$ cat src/rtl/nes_mem_pkg.sv
// nes_mem_pkg: shared types and defaults for the NES SDRAM arbiter.
// States, clock-enable phase, default widths and the loader FIFO entry.
package nes_mem_pkg;

  localparam int ADDR_W_DEF     = 22;
  localparam int SD_ADDR_W_DEF  = 25;
  localparam int FIFO_DEPTH_DEF = 4;

  localparam logic [1:0] PH_CE = 2'd3;

  typedef enum logic [1:0] {
    ARB_NES   = 2'd0,
    ARB_LOAD  = 2'd1,
    ARB_DRAIN = 2'd2
  } arb_state_e;

  typedef struct packed {
    logic [ADDR_W_DEF-1:0] addr;
    logic [7:0]            data;
  } ld_entry_t;

endpackage

$ cat src/rtl/nes_mem_arbiter_if.sv
// nes_mem_arbiter_if: NES memory bus in, SDRAM controller port out.
// master = arbiter (reads nes_*, drives sd_*); slave = NES core + sdram side.
interface nes_mem_arbiter_if
  import nes_mem_pkg::*;
#(
  parameter int ADDR_W    = ADDR_W_DEF,
  parameter int SD_ADDR_W = SD_ADDR_W_DEF
);

  logic [ADDR_W-1:0]    nes_addr;
  logic                 nes_we;
  logic [7:0]           nes_din;
  logic                 nes_oe_cpu;
  logic                 nes_oe_ppu;

  logic [SD_ADDR_W-1:0] sd_addr;
  logic                 sd_we;
  logic [7:0]           sd_din;
  logic                 sd_oe_a;
  logic                 sd_oe_b;

  modport master (
    input  nes_addr, nes_we, nes_din,
    input  nes_oe_cpu, nes_oe_ppu,
    output sd_addr, sd_we, sd_din,
    output sd_oe_a, sd_oe_b
  );

  modport slave (
    output nes_addr, nes_we, nes_din,
    output nes_oe_cpu, nes_oe_ppu,
    input  sd_addr, sd_we, sd_din,
    input  sd_oe_a, sd_oe_b
  );

endinterface

$ cat src/rtl/nes_arb_fifo.sv
// nes_arb_fifo: synchronous loader write FIFO, DEPTH a power of two.
// Ports: clk, reset_n (sync, low), push/din, pop/dout (head), full, empty, count.
module nes_arb_fifo
  import nes_mem_pkg::*;
#(
  parameter type T     = ld_entry_t,
  parameter int  DEPTH = FIFO_DEPTH_DEF
) (
  input  logic                     clk,
  input  logic                     reset_n,
  input  logic                     push,
  input  T                         din,
  input  logic                     pop,
  output T                         dout,
  output logic                     full,
  output logic                     empty,
  output logic [$clog2(DEPTH):0]   count
);

  localparam int AW = $clog2(DEPTH);

  T mem [DEPTH];

  logic [AW-1:0] wp;
  logic [AW-1:0] rp;
  logic          do_push;
  logic          do_pop;

  // A pop frees the slot in the same cycle, so a full FIFO still
  // accepts a simultaneous push.
  assign do_pop  = pop && !empty;
  assign do_push = push && (!full || do_pop);

  always_ff @(posedge clk) begin
    if (!reset_n) begin
      wp    <= '0;
      rp    <= '0;
      count <= '0;
    end else begin
      if (do_push) wp <= wp + 1'b1;
      if (do_pop)  rp <= rp + 1'b1;
      count <= count + {{AW{1'b0}}, do_push}
                     - {{AW{1'b0}}, do_pop};
    end
  end

  always_ff @(posedge clk) begin
    if (do_push) mem[wp] <= din;
  end

  assign dout  = mem[rp];
  assign full  = (count == (AW+1)'(DEPTH));
  assign empty = (count == '0);

endmodule

$ cat src/rtl/nes_mem_arbiter.sv
// nes_mem_arbiter: shares the SDRAM port between ROM loader and NES bus,
// and generates the 4-phase nes_ce / sd_clkref.
// Ports: clk, reset_n (sync, low), downloading, ld_wr/ld_addr/ld_data,
//   bus (master: nes_* in, sd_* out), nes_ce, sd_clkref, nes_hold, ld_overflow.
// Option: ARB_PERF_EN adds perf_ld_writes and perf_max_fill.
module nes_mem_arbiter
  import nes_mem_pkg::*;
#(
  parameter int ADDR_W     = ADDR_W_DEF,
  parameter int SD_ADDR_W  = SD_ADDR_W_DEF,
  parameter int FIFO_DEPTH = FIFO_DEPTH_DEF
) (
  input  logic                        clk,
  input  logic                        reset_n,
  input  logic                        downloading,
  input  logic                        ld_wr,
  input  logic [ADDR_W-1:0]           ld_addr,
  input  logic [7:0]                  ld_data,
  nes_mem_arbiter_if.master           bus,
  output logic                        nes_ce,
  output logic                        sd_clkref,
  output logic                        nes_hold,
  output logic                        ld_overflow
`ifdef ARB_PERF_EN
  ,
  output logic [23:0]                 perf_ld_writes,
  output logic [$clog2(FIFO_DEPTH):0] perf_max_fill
`endif
);

  logic [1:0]  phase;
  logic        ph_ce;
  arb_state_e  state;
  arb_state_e  state_nx;

  ld_entry_t   f_din;
  ld_entry_t   f_dout;
  logic        f_full;
  logic        f_empty;
  logic        f_pop;
  logic [$clog2(FIFO_DEPTH):0] f_cnt;

  logic        wr_act;
  ld_entry_t   wr_ent;

  assign ph_ce     = (phase == PH_CE);
  assign nes_ce    = ph_ce;
  assign sd_clkref = phase[1];
  assign nes_hold  = (state != ARB_NES);

  assign f_din = '{addr: ld_addr, data: ld_data};
  assign f_pop = ph_ce && (state != ARB_NES) && !f_empty;

  nes_arb_fifo #(
    .T     (ld_entry_t),
    .DEPTH (FIFO_DEPTH)
  ) u_fifo (
    .clk     (clk),
    .reset_n (reset_n),
    .push    (ld_wr),
    .din     (f_din),
    .pop     (f_pop),
    .dout    (f_dout),
    .full    (f_full),
    .empty   (f_empty),
    .count   (f_cnt)
  );

  // Leaving LOAD/DRAIN only when nothing is left to pop means the last
  // popped write has already had its full 4-clk window.
  always_comb begin
    state_nx = state;
    if (ph_ce) begin
      unique case (state)
        ARB_NES:   if (downloading) state_nx = ARB_LOAD;
        ARB_LOAD:  if (!downloading)
                     state_nx = f_empty ? ARB_NES : ARB_DRAIN;
        ARB_DRAIN: if (f_empty) state_nx = ARB_NES;
        default:   state_nx = ARB_NES;
      endcase
    end
  end

  always_ff @(posedge clk) begin
    if (!reset_n) begin
      phase <= '0;
      state <= ARB_NES;
    end else begin
      phase <= phase + 2'd1;
      state <= state_nx;
    end
  end

  always_ff @(posedge clk) begin
    if (!reset_n) begin
      wr_act      <= 1'b0;
      wr_ent      <= '0;
      ld_overflow <= 1'b0;
    end else begin
      if (ph_ce && state != ARB_NES) begin
        wr_act <= !f_empty;
        if (!f_empty) wr_ent <= f_dout;
      end
      if (ld_wr && f_full && !f_pop) ld_overflow <= 1'b1;
    end
  end

  // Registered mux: follows state/slot one clk after they change.
  always_ff @(posedge clk) begin
    if (!reset_n) begin
      bus.sd_addr <= '0;
      bus.sd_we   <= 1'b0;
      bus.sd_din  <= '0;
      bus.sd_oe_a <= 1'b0;
      bus.sd_oe_b <= 1'b0;
    end else if (state == ARB_NES) begin
      bus.sd_addr <= SD_ADDR_W'(bus.nes_addr);
      bus.sd_we   <= bus.nes_we;
      bus.sd_din  <= bus.nes_din;
      bus.sd_oe_a <= bus.nes_oe_cpu;
      bus.sd_oe_b <= bus.nes_oe_ppu;
    end else begin
      bus.sd_addr <= SD_ADDR_W'(wr_ent.addr);
      bus.sd_we   <= wr_act;
      bus.sd_din  <= wr_ent.data;
      bus.sd_oe_a <= 1'b0;
      bus.sd_oe_b <= 1'b0;
    end
  end

`ifdef ARB_PERF_EN
  always_ff @(posedge clk) begin
    if (!reset_n) begin
      perf_ld_writes <= '0;
      perf_max_fill  <= '0;
    end else begin
      if (f_pop && perf_ld_writes != '1)
        perf_ld_writes <= perf_ld_writes + 24'd1;
      if (f_cnt > perf_max_fill)
        perf_max_fill <= f_cnt;
    end
  end
`else
  logic unused_cnt;
  assign unused_cnt = ^f_cnt;
`endif

endmodule

$ cat src/flat_wrapper.sv
// flat-port wrapper written by rule: the top's interface ports become plain ports
module nes_mem_arbiter_flat import nes_mem_pkg::*;
#(
  parameter int ADDR_W     = ADDR_W_DEF,
  parameter int SD_ADDR_W  = SD_ADDR_W_DEF,
  parameter int FIFO_DEPTH = FIFO_DEPTH_DEF
)
  (clk, reset_n, downloading, ld_wr, ld_addr, ld_data, nes_ce, sd_clkref, nes_hold, ld_overflow, bus_nes_addr, bus_nes_we, bus_nes_din, bus_nes_oe_cpu, bus_nes_oe_ppu, bus_sd_addr, bus_sd_we, bus_sd_din, bus_sd_oe_a, bus_sd_oe_b);
  nes_mem_arbiter_if #(.ADDR_W(ADDR_W), .SD_ADDR_W(SD_ADDR_W)) bus_i ();
  input  logic clk;
  input  logic reset_n;
  input  logic downloading;
  input  logic ld_wr;
  input  logic [ADDR_W-1:0] ld_addr;
  input  logic [7:0] ld_data;
  output logic nes_ce;
  output logic sd_clkref;
  output logic nes_hold;
  output logic ld_overflow;
  input wire logic [$bits(bus_i.nes_addr)-1:0] bus_nes_addr;
  input wire logic [$bits(bus_i.nes_we)-1:0] bus_nes_we;
  input wire logic [$bits(bus_i.nes_din)-1:0] bus_nes_din;
  input wire logic [$bits(bus_i.nes_oe_cpu)-1:0] bus_nes_oe_cpu;
  input wire logic [$bits(bus_i.nes_oe_ppu)-1:0] bus_nes_oe_ppu;
  output wire logic [$bits(bus_i.sd_addr)-1:0] bus_sd_addr;
  output wire logic [$bits(bus_i.sd_we)-1:0] bus_sd_we;
  output wire logic [$bits(bus_i.sd_din)-1:0] bus_sd_din;
  output wire logic [$bits(bus_i.sd_oe_a)-1:0] bus_sd_oe_a;
  output wire logic [$bits(bus_i.sd_oe_b)-1:0] bus_sd_oe_b;
  assign bus_i.nes_addr = bus_nes_addr;
  assign bus_i.nes_we = bus_nes_we;
  assign bus_i.nes_din = bus_nes_din;
  assign bus_i.nes_oe_cpu = bus_nes_oe_cpu;
  assign bus_i.nes_oe_ppu = bus_nes_oe_ppu;
  assign bus_sd_addr = bus_i.sd_addr;
  assign bus_sd_we = bus_i.sd_we;
  assign bus_sd_din = bus_i.sd_din;
  assign bus_sd_oe_a = bus_i.sd_oe_a;
  assign bus_sd_oe_b = bus_i.sd_oe_b;
  nes_mem_arbiter #(.ADDR_W(ADDR_W), .SD_ADDR_W(SD_ADDR_W), .FIFO_DEPTH(FIFO_DEPTH)) u_core (.clk(clk), .reset_n(reset_n), .downloading(downloading), .ld_wr(ld_wr), .ld_addr(ld_addr), .ld_data(ld_data), .bus(bus_i), .nes_ce(nes_ce), .sd_clkref(sd_clkref), .nes_hold(nes_hold), .ld_overflow(ld_overflow));
endmodule
$ cat config.mk
export PLATFORM = sky130hd
export DESIGN_NAME = nes_mem_arbiter_flat
export DESIGN_NICKNAME = d
export VERILOG_FILES = /design/src/rtl/nes_mem_pkg.sv /design/src/rtl/nes_mem_arbiter_if.sv /design/src/rtl/nes_arb_fifo.sv /design/src/rtl/nes_mem_arbiter.sv /design/src/flat_wrapper.sv
export SDC_FILE = /design/constraint.sdc
export NUM_CORES = 1
export LEC_CHECK = 0
export ABC_AREA = 1
export CAP_MARGIN = 15
export CORE_MARGIN = 5
export CORE_UTILIZATION = 45
export DETAILED_ROUTE_END_ITERATION = 12
export GPL_ROUTABILITY_DRIVEN = 1
export GPL_TIMING_DRIVEN = 0
export PLACE_DENSITY_LB_ADDON = 0.15
export SLEW_MARGIN = 20
export SYNTH_ARGS = -nofsm -noshare
export SYNTH_HDL_FRONTEND = slang
export SYNTH_HIERARCHICAL = 1
export SYNTH_SLANG_ARGS = --single-unit
$ cat constraint.sdc
create_clock -name clk -period 6.9 [get_ports clk]
set_input_delay 0.69 -clock clk [delete_from_list [all_inputs] [get_ports clk]]
set_output_delay 0.69 -clock clk [all_outputs]
set_load 0.01 [all_outputs]
* Word level (Yosys, flattened, before mapping)
Memory sizes are Yosys's and may differ from the RTL's. A register that Yosys moved wholly into a read port is not among the register bits.
Index checks and enable logic that the tools add are counted.
** Storage, ports and cells
- Bits in writable memories :: 120
- Input port bits :: 67
- Memories kept :: 1
- Register bits after elaboration :: 49
- Output and inout port bits :: 40
** Memories
- u_core.u_fifo.mem :: words 4, width 30, rd ports 1, clocked after memory_dff 1, wr ports 1, line nes_arb_fifo.sv:22 : T mem [DEPTH];
** Operators by class
- Bitwise logic cells :: 1
- Mux-type cells :: 10
- $add $sub $neg :: 5
- Reduce and logical (&&, ||, !) cells :: 17
- Equal/unequal tests :: 7
** Operators with widths (count)
- 22-bit 2-to-1 mux :: 1
- 2-bit 2-to-1 mux :: 4
- 8-bit 2-to-1 mux :: 1
- 2-bit by 1-bit adder with 2-bit output (second input constant) :: 3
- 1-bit logical AND :: 6
- 2-bit one-hot mux with 3 select lines :: 1
- 2-bit equality test (second input constant) :: 2
- 1-bit zero test :: 4
- 2-bit != test (second input constant) :: 2
- 2-bit AND reduction :: 2
- 4-bit AND reduction :: 1
- 3-bit by 1-bit adder with 3-bit output :: 1
- 3-bit equality test (second input constant) :: 1
- 3-bit zero test :: 1
- 1-bit 2-to-1 mux :: 3
- 3-bit by 1-bit subtractor with 3-bit output :: 1
- 2-bit by 1-bit equality test with 1-bit output (second input constant) :: 1
- 2-bit zero test :: 1
- 2-bit by 1-bit != test with 1-bit output (second input constant) :: 1
- 2-bit nonzero test :: 1
- 1-bit logical OR :: 1
- 1-bit NOT :: 1

* Logic depth before layout (Yosys ltp)
Gate-level depths: netlist of run 1.
- Depth after elaboration :: 8
- Depth in mapped cells :: 15
- Depth with buffers taken out :: 14

* Modules after synthesis
The synthesis of run 1 kept the hierarchy.
** Modules (own cells, without submodules)
- nes_arb_fifo :: instances 1, cells each 360, sequential area each 3783.6 um2, area each 4961.0 um2
- nes_mem_arbiter :: instances 1, cells each 293, sequential area each 1381.3 um2, area each 2446.1 um2

* Least setup slack after synthesis of run 1
No wires, ideal clock.
- Kind :: reg2reg
- Start point :: register u_core.phase[1]
- End point :: memory u_core/u_fifo/mem[0][0] (netlist name) (enable)
- Library setup time :: 417 ps
- Stages on the path, launching flop included :: 9
- Setup slack :: 3907 ps
- Required time :: 6483 ps
- Data arrival time :: 2576 ps
- Clock period less this slack :: 2993 ps
- Cells stage by stage :: dfxtp_1 > ha_1 > nand3_2 > buf_6 > inv_2 > inv_1 > nand3_2 > nand2_1 > nor2_1
** Between the ends
- Cells in the longest elaborated chain, start to end :: 8
** RTL lines
- start, declared :: line nes_mem_arbiter.sv:31 : logic [1:0] phase;
- start signal, assigned :: line nes_mem_arbiter.sv:89 : phase <= phase + 2'd1;
- 2-bit equality test :: line nes_mem_arbiter.sv:46 : assign ph_ce = (phase == PH_CE);
- via nes_ce :: line flat_wrapper.sv:16 : output logic nes_ce;
- 1-bit logical AND (2 in a row) :: line nes_mem_arbiter.sv:52 : assign f_pop = ph_ce && (state != ARB_NES) && !f_empty;
- via u_core.f_pop :: line nes_mem_arbiter.sv:40 : logic f_pop;
- 1-bit logical AND :: line nes_arb_fifo.sv:31 : assign do_pop = pop && !empty;
- 1-bit logical OR :: line nes_arb_fifo.sv:32 : assign do_push = push && (!full || do_pop);
- 1-bit logical AND :: line nes_arb_fifo.sv:32
- 1-bit 2-to-1 mux :: line nes_arb_fifo.sv:48 : if (do_push) mem[wp] <= din;
- 1-bit 2-to-1 mux (implied by the code) :: line nes_arb_fifo.sv:48
- end, declared :: line nes_arb_fifo.sv:22
The timed path passes the listed nets, and every way through them passes these cells.

* Worst setup path in the final report of run 1
- Start point :: register u_core.state[0]
- End point :: output nes_hold
** Between the ends
- Cells in the longest elaborated chain, start to end :: 1
** RTL lines
- start, declared :: line nes_mem_arbiter.sv:33 : arb_state_e state;
- start signal, assigned :: line nes_mem_arbiter.sv:90 : state <= state_nx;
- 2-bit nonzero test :: line nes_mem_arbiter.sv:49 : assign nes_hold = (state != ARB_NES);
- end, declared :: line flat_wrapper.sv:18 : output logic nes_hold;
No other way between the ends.

==> impl_metrics.csv, run 1 <==
group,metric,value,unit
status,status,"finished clean",
detailed_routing,wl_per_cell,17.17,um
power_and_ir_drop,peakVddDrop,0.0001784,V
sta,post-route-period-util,40.00,%
clock_network,cts_resized,0,
placement,dp_hpwl,12.02,mm
logic_synthesis,yosysUniqueCellTypes,27,
placement,preCtsSetupSlack,4.176,ns
setup_path,cp-start-kind,"flop",
detailed_routing,vias,5174,
logic_synthesis,yosys.area.top_type,"edfxtp_1",
grt,grt_pass1_vias,5171,
finish,stdcell_area,9478,um2
power_and_ir_drop,static-leakage-power,3.421,nW
finish,multi_input_area,1824,um2
detailed_routing,dr.first_iter.drc_count,382,
logic_synthesis,yosys_register_bits,198,
sta,fmaxAchievable,362.3,MHz
clock_network,cts_buffers,17,
logic_synthesis,synth_flop_cell,"edfxtp_1",
clock_network,clk_latency,0.43,ns
sta,worst_pin_slew,0.5810,ns
floorplan,die_w,138.3,um
placement,globalplace.congestion,0.7945,
sta,rsz0062_at_grt,"false",
setup_path,end_kind,"primary output",
clock_network,cts_hold_buffers,0,
placement,port_buffers,103,
sta,finalCriticalPeriod,2.760,ns
finish,num-fill-cells,1410,
logic_synthesis,syn_inst,653,
floorplan,rows,47,
detailed_routing,drtAntennaViolNets,0,
clock_network,cts_setup_buffers,0,
logic_synthesis,synth_top_area_share,48.65,%
detailed_routing,totalWireLength,17.41,mm
clock_network,cts_root_buf,"clkbuf_16",
finish,area_delta_synth_final,27.96,%
floorplan,dieArea,19130,um2
finish,antenna_cells,0,
sta,hold_violations,0,
placement,dpl-instance-area,8853,um2
detailed_routing,drc_errors,0,
finish,regArea,5165,um2
logic_synthesis,yosysMostFrequentCell,"edfxtp_1",
floorplan,io_pins,107,
hold_path,worstHoldPathType,"reg -> reg",
finish,nNetsFinal,855,
detailed_routing,dr.pass1.iters,5,
sta,setup_viol,0,
setup_path,cp_max_fo,10,
clock_network,cts_tree,"built",
logic_synthesis,seq_area_frac_synth,69.73,%
logic_synthesis,synth_edf_count,120,
grt,overflow,0,
power_and_ir_drop,power_density,279.7,nW/um2
flow_run,cap_violations,0,
finish,drive_above_1_share,10.96,%
floorplan,fp.coreArea,16350,um2
logic_synthesis,ys_top_cells_by_count,"edfxtp_1 (120), nor2_1 (90), dfxtp_1 (78)",
clock_network,cts.sinks,198,
logic_synthesis,yosys_warnings,6,
logic_synthesis,synth-async-reset-ratio,0,%
logic_synthesis,syn_area,7407,um2
grt,grtUsageTotal,18.13,%
grt,antenna_found_initial,1,
grt,grt_max_degree,21,
grt,grt_pass1_wl,27.21,mm
detailed_routing,vias_per_cell,5.103,
clock_network,cts_max_level,4,
logic_synthesis,synth_area_per_cell,11.34,um2
sta,skew,0.007170,ns
floorplan,die_y,138.3,um
floorplan,start_util,45.31,%
clock_network,path_clk_slew,0.07,ns
sta,max_slew_margin,61.18,%
logic_synthesis,synth_area_leaders,"edfxtp_1 (49%), dfxtp_1 (21%), o21ai_0 (5.0%)",
sta,hold_slack,0.4185,ns
setup_path,arrival,2.07,ns
sta,slew_violations,0,
setup_path,required,6.21,ns
sta,setup_tns,0,ns
clock_network,cts_buffer_depth,2,
sta,setup_slack,4.140,ns
setup_path,worstSetupPathType,"reg -> out",
[registers in the layout (all words and copies together), names as in the netlist, 2 cells and up, named ones only]
register	flops
u_core/bus.sd_addr	22
u_core/bus.sd_din	8
u_core/phase	2
u_core/state	2
u_core/u_fifo/count	3
u_core/u_fifo/mem	120
u_core/u_fifo/rp	2
u_core/u_fifo/wp	2
u_core/wr_ent	30
[worst paths after layout]
kind / slack, ns / start / endpoint / cells past startpoint
setup / recovery: 4.14 / u_core/state[0] / nes_hold / 5
hold / removal: 0.42 / u_core/phase[0] / u_core/phase[0] / 1
setup reg to reg: 4.27 / u_core/u_fifo/count[1] / u_core/u_fifo/mem[0][20] / 12
hold reg to reg: 0.42 / u_core/phase[0] / u_core/phase[0] / 1
[power breakdown]
part           switching [mW]  internal, mW  total [mW]
clock                   0.430         0.609        1.04
sequential             0.0224          1.34        1.36
combinational           0.141         0.113       0.254
[cell type report]
class | count | share of cell area, %
plain buffers | 42 | 2.799
clock buffers | 17 | 4.488
clock inverters | 15 | 2.099
inverters | 50 | 2.007
multi-input cells | 365 | 19.25
flip-flops and latches | 198 | 54.50
well taps | 220 | 2.904
repair buffers | 107 | 11.96
[per-layer routing]
| layer | vias up | track usage [%] | routed length, um |
|---|---|---|---|
| met3 | 28 | 5.559 | 1226 |
| met5 | - | 0 | 8 |
| met2 | 172 | 29.55 | 8312 |
| met1 | 2452 | 22.97 | 7579 |
| met4 | 2 | 6.656 | 288 |
| li1 | 2520 | - | - |
[through the flow]
stage / instances / power [mW] / utilization (%)
2_1_floorplan: 655 / 1.494 / -
3_3_place_gp: 978 / 1.615 / 53.34
3_5_place_dp: 982 / 1.638 / 54.16
4_1_cts: 1014 / 2.667 / 57.97
5_1_grt: 1014 / 2.746 / 57.97
6_report: 1014 / 2.651 / 57.97
[cell families after synthesis]
group	Yosys count	share of synthesized area, %
buf+inv	92	6.149
flops	198	69.73
compound gates	205	14.36
fa+ha+maj	7	1.284
xor+xnor	1	0.1183
simple gates	149	8.311
other cells	1	0.05063
[cells in the final DEF (no fill, tap or decap), types with 2 or more instances in the layout]
cell type / instances
nand2_2: 2
nand3_2: 2
buf_16: 3
and3_1: 2
nand2_1: 40
conb_1: 3
dfxtp_1: 78
inv_2: 4
o21ai_1: 40
ha_1: 6
nand2_4: 2
o22ai_1: 30
nor2_1: 86
clkbuf_1: 7
edfxtp_1: 120
buf_6: 7
nand3_1: 9
inv_6: 5
clkbuf_16: 17
nor2_4: 4
inv_1: 45
a21oi_1: 61
buf_4: 8
clkinv_2: 2
clkdlybuf4s50_1: 103
o21ai_0: 74
clkbuf_2: 2
buf_2: 18
bufinv_16: 4
[critical path: stages (launching register included)]
cell	delay, ns
dfxtp_1	0.42
inv_2	0.07
nand2_2	0.11
buf_2	0.21
buf_2	0.26
clkdlybuf4s50_1	0.57
Note: power is estimated with default switching activity, not from simulation.
==> run 2: changes to the inputs <==
==> constraint.sdc (replaced) <==
create_clock -name clk -period 2.6 [get_ports clk]
set_input_delay 0.26 -clock clk [delete_from_list [all_inputs] [get_ports clk]]
set_output_delay 0.26 -clock clk [all_outputs]
set_load 0.01 [all_outputs]
==> impl_metrics.csv, run 2 (synthesized netlist as in run 1, its figures left out) <==
group,metric,value,unit
finish,top_regs,"u_core/u_fifo/mem (120), u_core/wr_ent (30), u_core/bus.sd_addr (22)",
floorplan,die_w,138.3,um
finish,multi_input_area,1829,um2
detailed_routing,drtAntennaViolNets,0,
power_and_ir_drop,combPwrFrac,10.0,%
detailed_routing,wl_per_cell,17.17,um
clock_network,clk_latency,0.43,ns
floorplan,start_util,45.31,%
sta,slew_violations,0,
power_and_ir_drop,p_int,5.483,mW
grt,grt_pass1_vias,5175,
power_and_ir_drop,peakVddDrop,0.0004659,V
finish,antenna_cells,0,
setup_path,cp-start-kind,"flop",
finish,final_common_cell,"edfxtp_1",
clock_network,cts_buffer_depth,2,
clock_network,cts_max_level,4,
setup_path,worstSetupPathType,"reg -> reg",
placement,port_buffers,103,
detailed_routing,totalWireLength,17.47,mm
floorplan,rows,47,
power_and_ir_drop,p_seq_share,51.0,%
sta,skew,0.008151,ns
placement,globalplace.congestion,0.7945,
detailed_routing,vias_per_cell,5.111,
clock_network,cts_hold_buffers,0,
grt,grt_max_degree,21,
sta,finalCriticalPeriod,2.404,ns
grt,antenna_found_initial,1,
sta,hold_violations,0,
detailed_routing,dr.first_iter.drc_count,434,
floorplan,dieArea,19130,um2
clock_network,cts.sinks,198,
sta,setup_slack,0.1958,ns
finish,layout_common_cells,"edfxtp_1 (120), clkdlybuf4s50_1 (103), nor2_1 (86)",
clock_network,path_clk_slew,0.07,ns
detailed_routing,dr.pass1.iters,5,
grt,grtUsageTotal,18.13,%
floorplan,die_y,138.3,um
finish,num-fill-cells,1405,
sta,fmaxAchievable,415.9,MHz
setup_path,arrival,2.73,ns
sta,rsz0062_at_grt,"false",
status,status,"finished clean",
floorplan,fp.coreArea,16350,um2
sta,post-route-period-util,92.47,%
sta,setup_viol,0,
power_and_ir_drop,power_switching_share,22.43,%
placement,dp_hpwl,12.02,mm
power_and_ir_drop,power_density,740.2,nW/um2
finish,area_delta_synth_final,28.94,%
setup_path,cp_max_fo,11,
power_and_ir_drop,static-leakage-power,3.455,nW
setup_path,ff2ff_setup_slack,0.20,ns
finish,nNetsFinal,859,
clock_network,cts_buffers,17,
power_and_ir_drop,p_switching,1.586,mW
setup_path,end_kind,"flop",
finish,regMostFlops,"u_core/u_fifo/mem",
clock_network,cts_root_buf,"clkbuf_16",
detailed_routing,drc_errors,0,
finish,largest_register_ffs,120,
placement,preCtsSetupSlack,-0.04106,ns
hold_path,worstHoldPathType,"reg -> reg",
sta,setup_tns,0,ns
power_and_ir_drop,clkPwrFrac,39.1,%
finish,drive_above_1_share,11.40,%
flow_run,cap_violations,0,
setup_path,required,2.92,ns
grt,grt_pass1_wl,27.21,mm
clock_network,cts_tree,"built",
floorplan,io_pins,107,
detailed_routing,vias,5203,
finish,regArea,5165,um2
grt,overflow,0,
==> run 2: changes by cell type in the layout (fill, tap and decap cells not counted), sizes merged <==
cell  before  now
buf       37   41
==> run 2: final cells by class <==
cell class | instances | share of cell area (%)
multi-input combinational | 365 | 19.15
sequential | 198 | 54.08
tap | 220 | 2.882
timing repair buffer | 111 | 12.58
buffer | 42 | 2.777
inverter | 50 | 1.991
clock inverter | 15 | 2.083
clock buffer | 17 | 4.454
==> run 2: worst max-delay path, stage by stage (launching register included) <==
cell and delay [ns]:
dfxtp_1 0.35, nor2_4 0.16, nand2_4 0.08, inv_1 0.07, inv_1 0.06, nand3_2 0.08, buf_6 0.15, inv_2 0.11
inv_1 0.09, nand3_2 0.13, nand3_1 0.13, nand2_2 0.06, ha_1 0.19, fa_1 0.38, xor2_1 0.20, nor2_1 0.05
==> run 2: timing repair <==
item / in CTS / in global routing
resized for setup: 0 / 1
pin swaps: 1 / 3
setup buffers: 1 / 3
endpoints found under the setup margin: 17 / 59
==> run 2: power by group through the flow <==
| stage | logic [mW] | registers [mW] | clock network (mW) |
|---|---|---|---|
| final | 0.704 | 3.60 | 2.76 |
| after global routing | 0.772 | 3.62 | 2.93 |
| after CTS | 0.693 | 3.60 | 2.80 |
| after detailed placement | 0.676 | 3.67 | 0 |
| after global placement | 0.607 | 3.68 | 0 |
| after floorplan | 0.278 | 3.69 | 0 |
==> run 2: final timing paths <==
check | depth (start not counted) | startpoint | endpoint
setup / recovery | 15 | u_core/u_fifo/count[1] | u_core/u_fifo/count[2]
hold / removal | 1 | u_core/phase[0] | u_core/phase[0]
setup reg to reg | 15 | u_core/u_fifo/count[1] | u_core/u_fifo/count[2]
hold reg to reg | 1 | u_core/phase[0] | u_core/phase[0]
==> run 2: metal layers <==
layer	wire length, um	GRT usage, %
met4	271	6.656
met5	8	0
met1	7583	22.97
met2	8341	29.55
met3	1270	5.559
==> run 2: per-stage QoR <==
stage	area (um2)	std cells	utilization, %	total power [mW]	hold WS [ns]
after global routing	9550	1018	58.42	7.320	0.4193
final	9550	1018	58.42	7.069	0.4185
after detailed placement	8853	982	54.16	4.347	0.4159
after CTS	9498	1015	58.10	7.091	0.3993
after floorplan	7415	655	-	3.964	0.3535
after global placement	8721	978	53.34	4.285	0.4095
==> patch: new RTL, flow settings as in run 2 <==
`SD_ADDR_W_DEF`: 25 -> 50.
--- a/src/rtl/nes_mem_pkg.sv
+++ b/src/rtl/nes_mem_pkg.sv
@@ -5,3 +5,3 @@
   localparam int ADDR_W_DEF     = 22;
-  localparam int SD_ADDR_W_DEF  = 25;
+  localparam int SD_ADDR_W_DEF  = 50;
   localparam int FIFO_DEPTH_DEF = 4;
Ports: changed (resized bus_sd_addr); port bits go from 107 to 132. The function was not compared with the original's and may differ.
==> patch against run 2 <==
- critical path depth down 3
- total power increased by 2.7%
- synthesized cell count increased by 3.8%
- sequential cell count stayed put
- wire length up 1.0%
- setup slack better by 0.023 ns
- cell area rose by 3.0%
- area after synthesis rose by 2.5%
==> patch: results (changes against run 2) <==
outcome finished, final reports clean (unchanged); largest net degree at the start of global routing 23 (was 21); Placed Area 9110 sq um (was 8850 sq um); met1 usage 23.1% (was 23.0%); vias in the first global route 5154 (was 5175); sequential share of the synthesized area 68.0% (was 69.7%); Slowest cell on crit path dfxtp_1 (was fa_1); GP Congestion 0.806 (was 0.795); GRT met2 Usage 29.6% (was 29.5%); worst-path fanout max 22 (was 11); Hold Path Class input pin to flip-flop (was flip-flop to flip-flop); count of non-CTS buffers in the layout 180 (was 153); Clock Power Share 40.4% (was 39.1%); delay-heaviest family, CP simple AND/OR/NAND/NOR gates (unchanged); placed insts 1032 (was 982); met3 Resource Use GR 4.60% (was 5.56%); drt wl/cell 16.5 microns (was 17.2 microns); Post-DP HPWL 12400 microns (was 12000 microns); multi-input gates 390 (was 365); non-clock buffer share of cell area 16.4% (was 15.4%); Synth top cells by count edfxtp_1 (120), nor2_1 (90), dfxtp_1 (78) (unchanged); Pre-Repair DR Iteration Count 6 (was 5); Final Util 59.3% (was 58.4%); via/cell ratio 4.99 (was 5.11); Crit path arrival time 2.51 ns (was 2.73 ns); total wire length 17700 microns (was 17500 microns); Rows 47 (unchanged); fillers 1386 (was 1405); dominant cells by area after synthesis edfxtp_1 (47%), dfxtp_1 (21%), o21ai_0 (4.9%) (was edfxtp_1 (49%), dfxtp_1 (21%), o21ai_0 (5.0%)); GRT Resource Usage Total 17.9% (was 18.1%); combinational logic power 0.000723 W (was 0.000704 W); diode count 0 (unchanged); Slowest Stage Delay on Critical Path 0.40 ns (was 0.38 ns); layout cells sized above 1 13.9% (was 11.4%); Setup Skew 0.0142 ns (was 0.00815 ns); DR top layer met4 (was met5); routed length on met3 1130 microns (was 1270 microns); Worst IR Drop VDD 0.464 mV (was 0.466 mV); post-CTS setup buffer count 2 (was 1); Lkg Pwr 3.68 nW (was 3.45 nW); number of max-cap violations 0 (unchanged); Seq/total area 52.5% (was 54.1%); metal2 WL 8530 microns (was 8340 microns); synthesized instance count 678 (was 653); worst slack at placement 0.0123 ns (was -0.0411 ns); count of flip-flops and latches 198 (unchanged); initial antenna violation count 0 (was 1); WL met1 7750 microns (was 7580 microns); DR iter-0 viols 385 (was 434); Internal 0.00568 W (was 0.00548 W); multi-input gate share of total cell area 19.6% (was 19.2%); Layout Nets 911 (was 859); clock network area share 6.84% (was 6.54%); first-pass GRT wire length 27300 microns (was 27200 microns)
[patch: cells by family after synthesis]
logic type | count (synthesis) | synth area share [%]
AO/OA/AOI/OAI | 205 | 14.0
XOR/XNOR | 1 | 0.115
adder cells (fa/ha/maj) | 7 | 1.25
buffers and inverters | 117 | 8.47
flip-flops | 198 | 68.0
other | 1 | 0.0494
AND/OR/NAND/NOR | 149 | 8.11
[patch: path summary, 6_finish.rpt]
kind                                                   startpoint                                 to  slack [ns]  cells after the start
worst max-delay path            u_core/u_fifo/count[1]$_SDFF_PN0_  u_core/u_fifo/mem[2][5]$_DFFE_PP_        0.22                     12
worst min-delay path                                   bus_nes_we        u_core/bus.sd_we$_SDFF_PN0_        0.42                      3
worst max register to register  u_core/u_fifo/count[1]$_SDFF_PN0_  u_core/u_fifo/mem[2][5]$_DFFE_PP_        0.22                     12
worst min register to register         u_core/phase[0]$_SDFF_PN0_         u_core/phase[0]$_SDFF_PN0_        0.43                      1
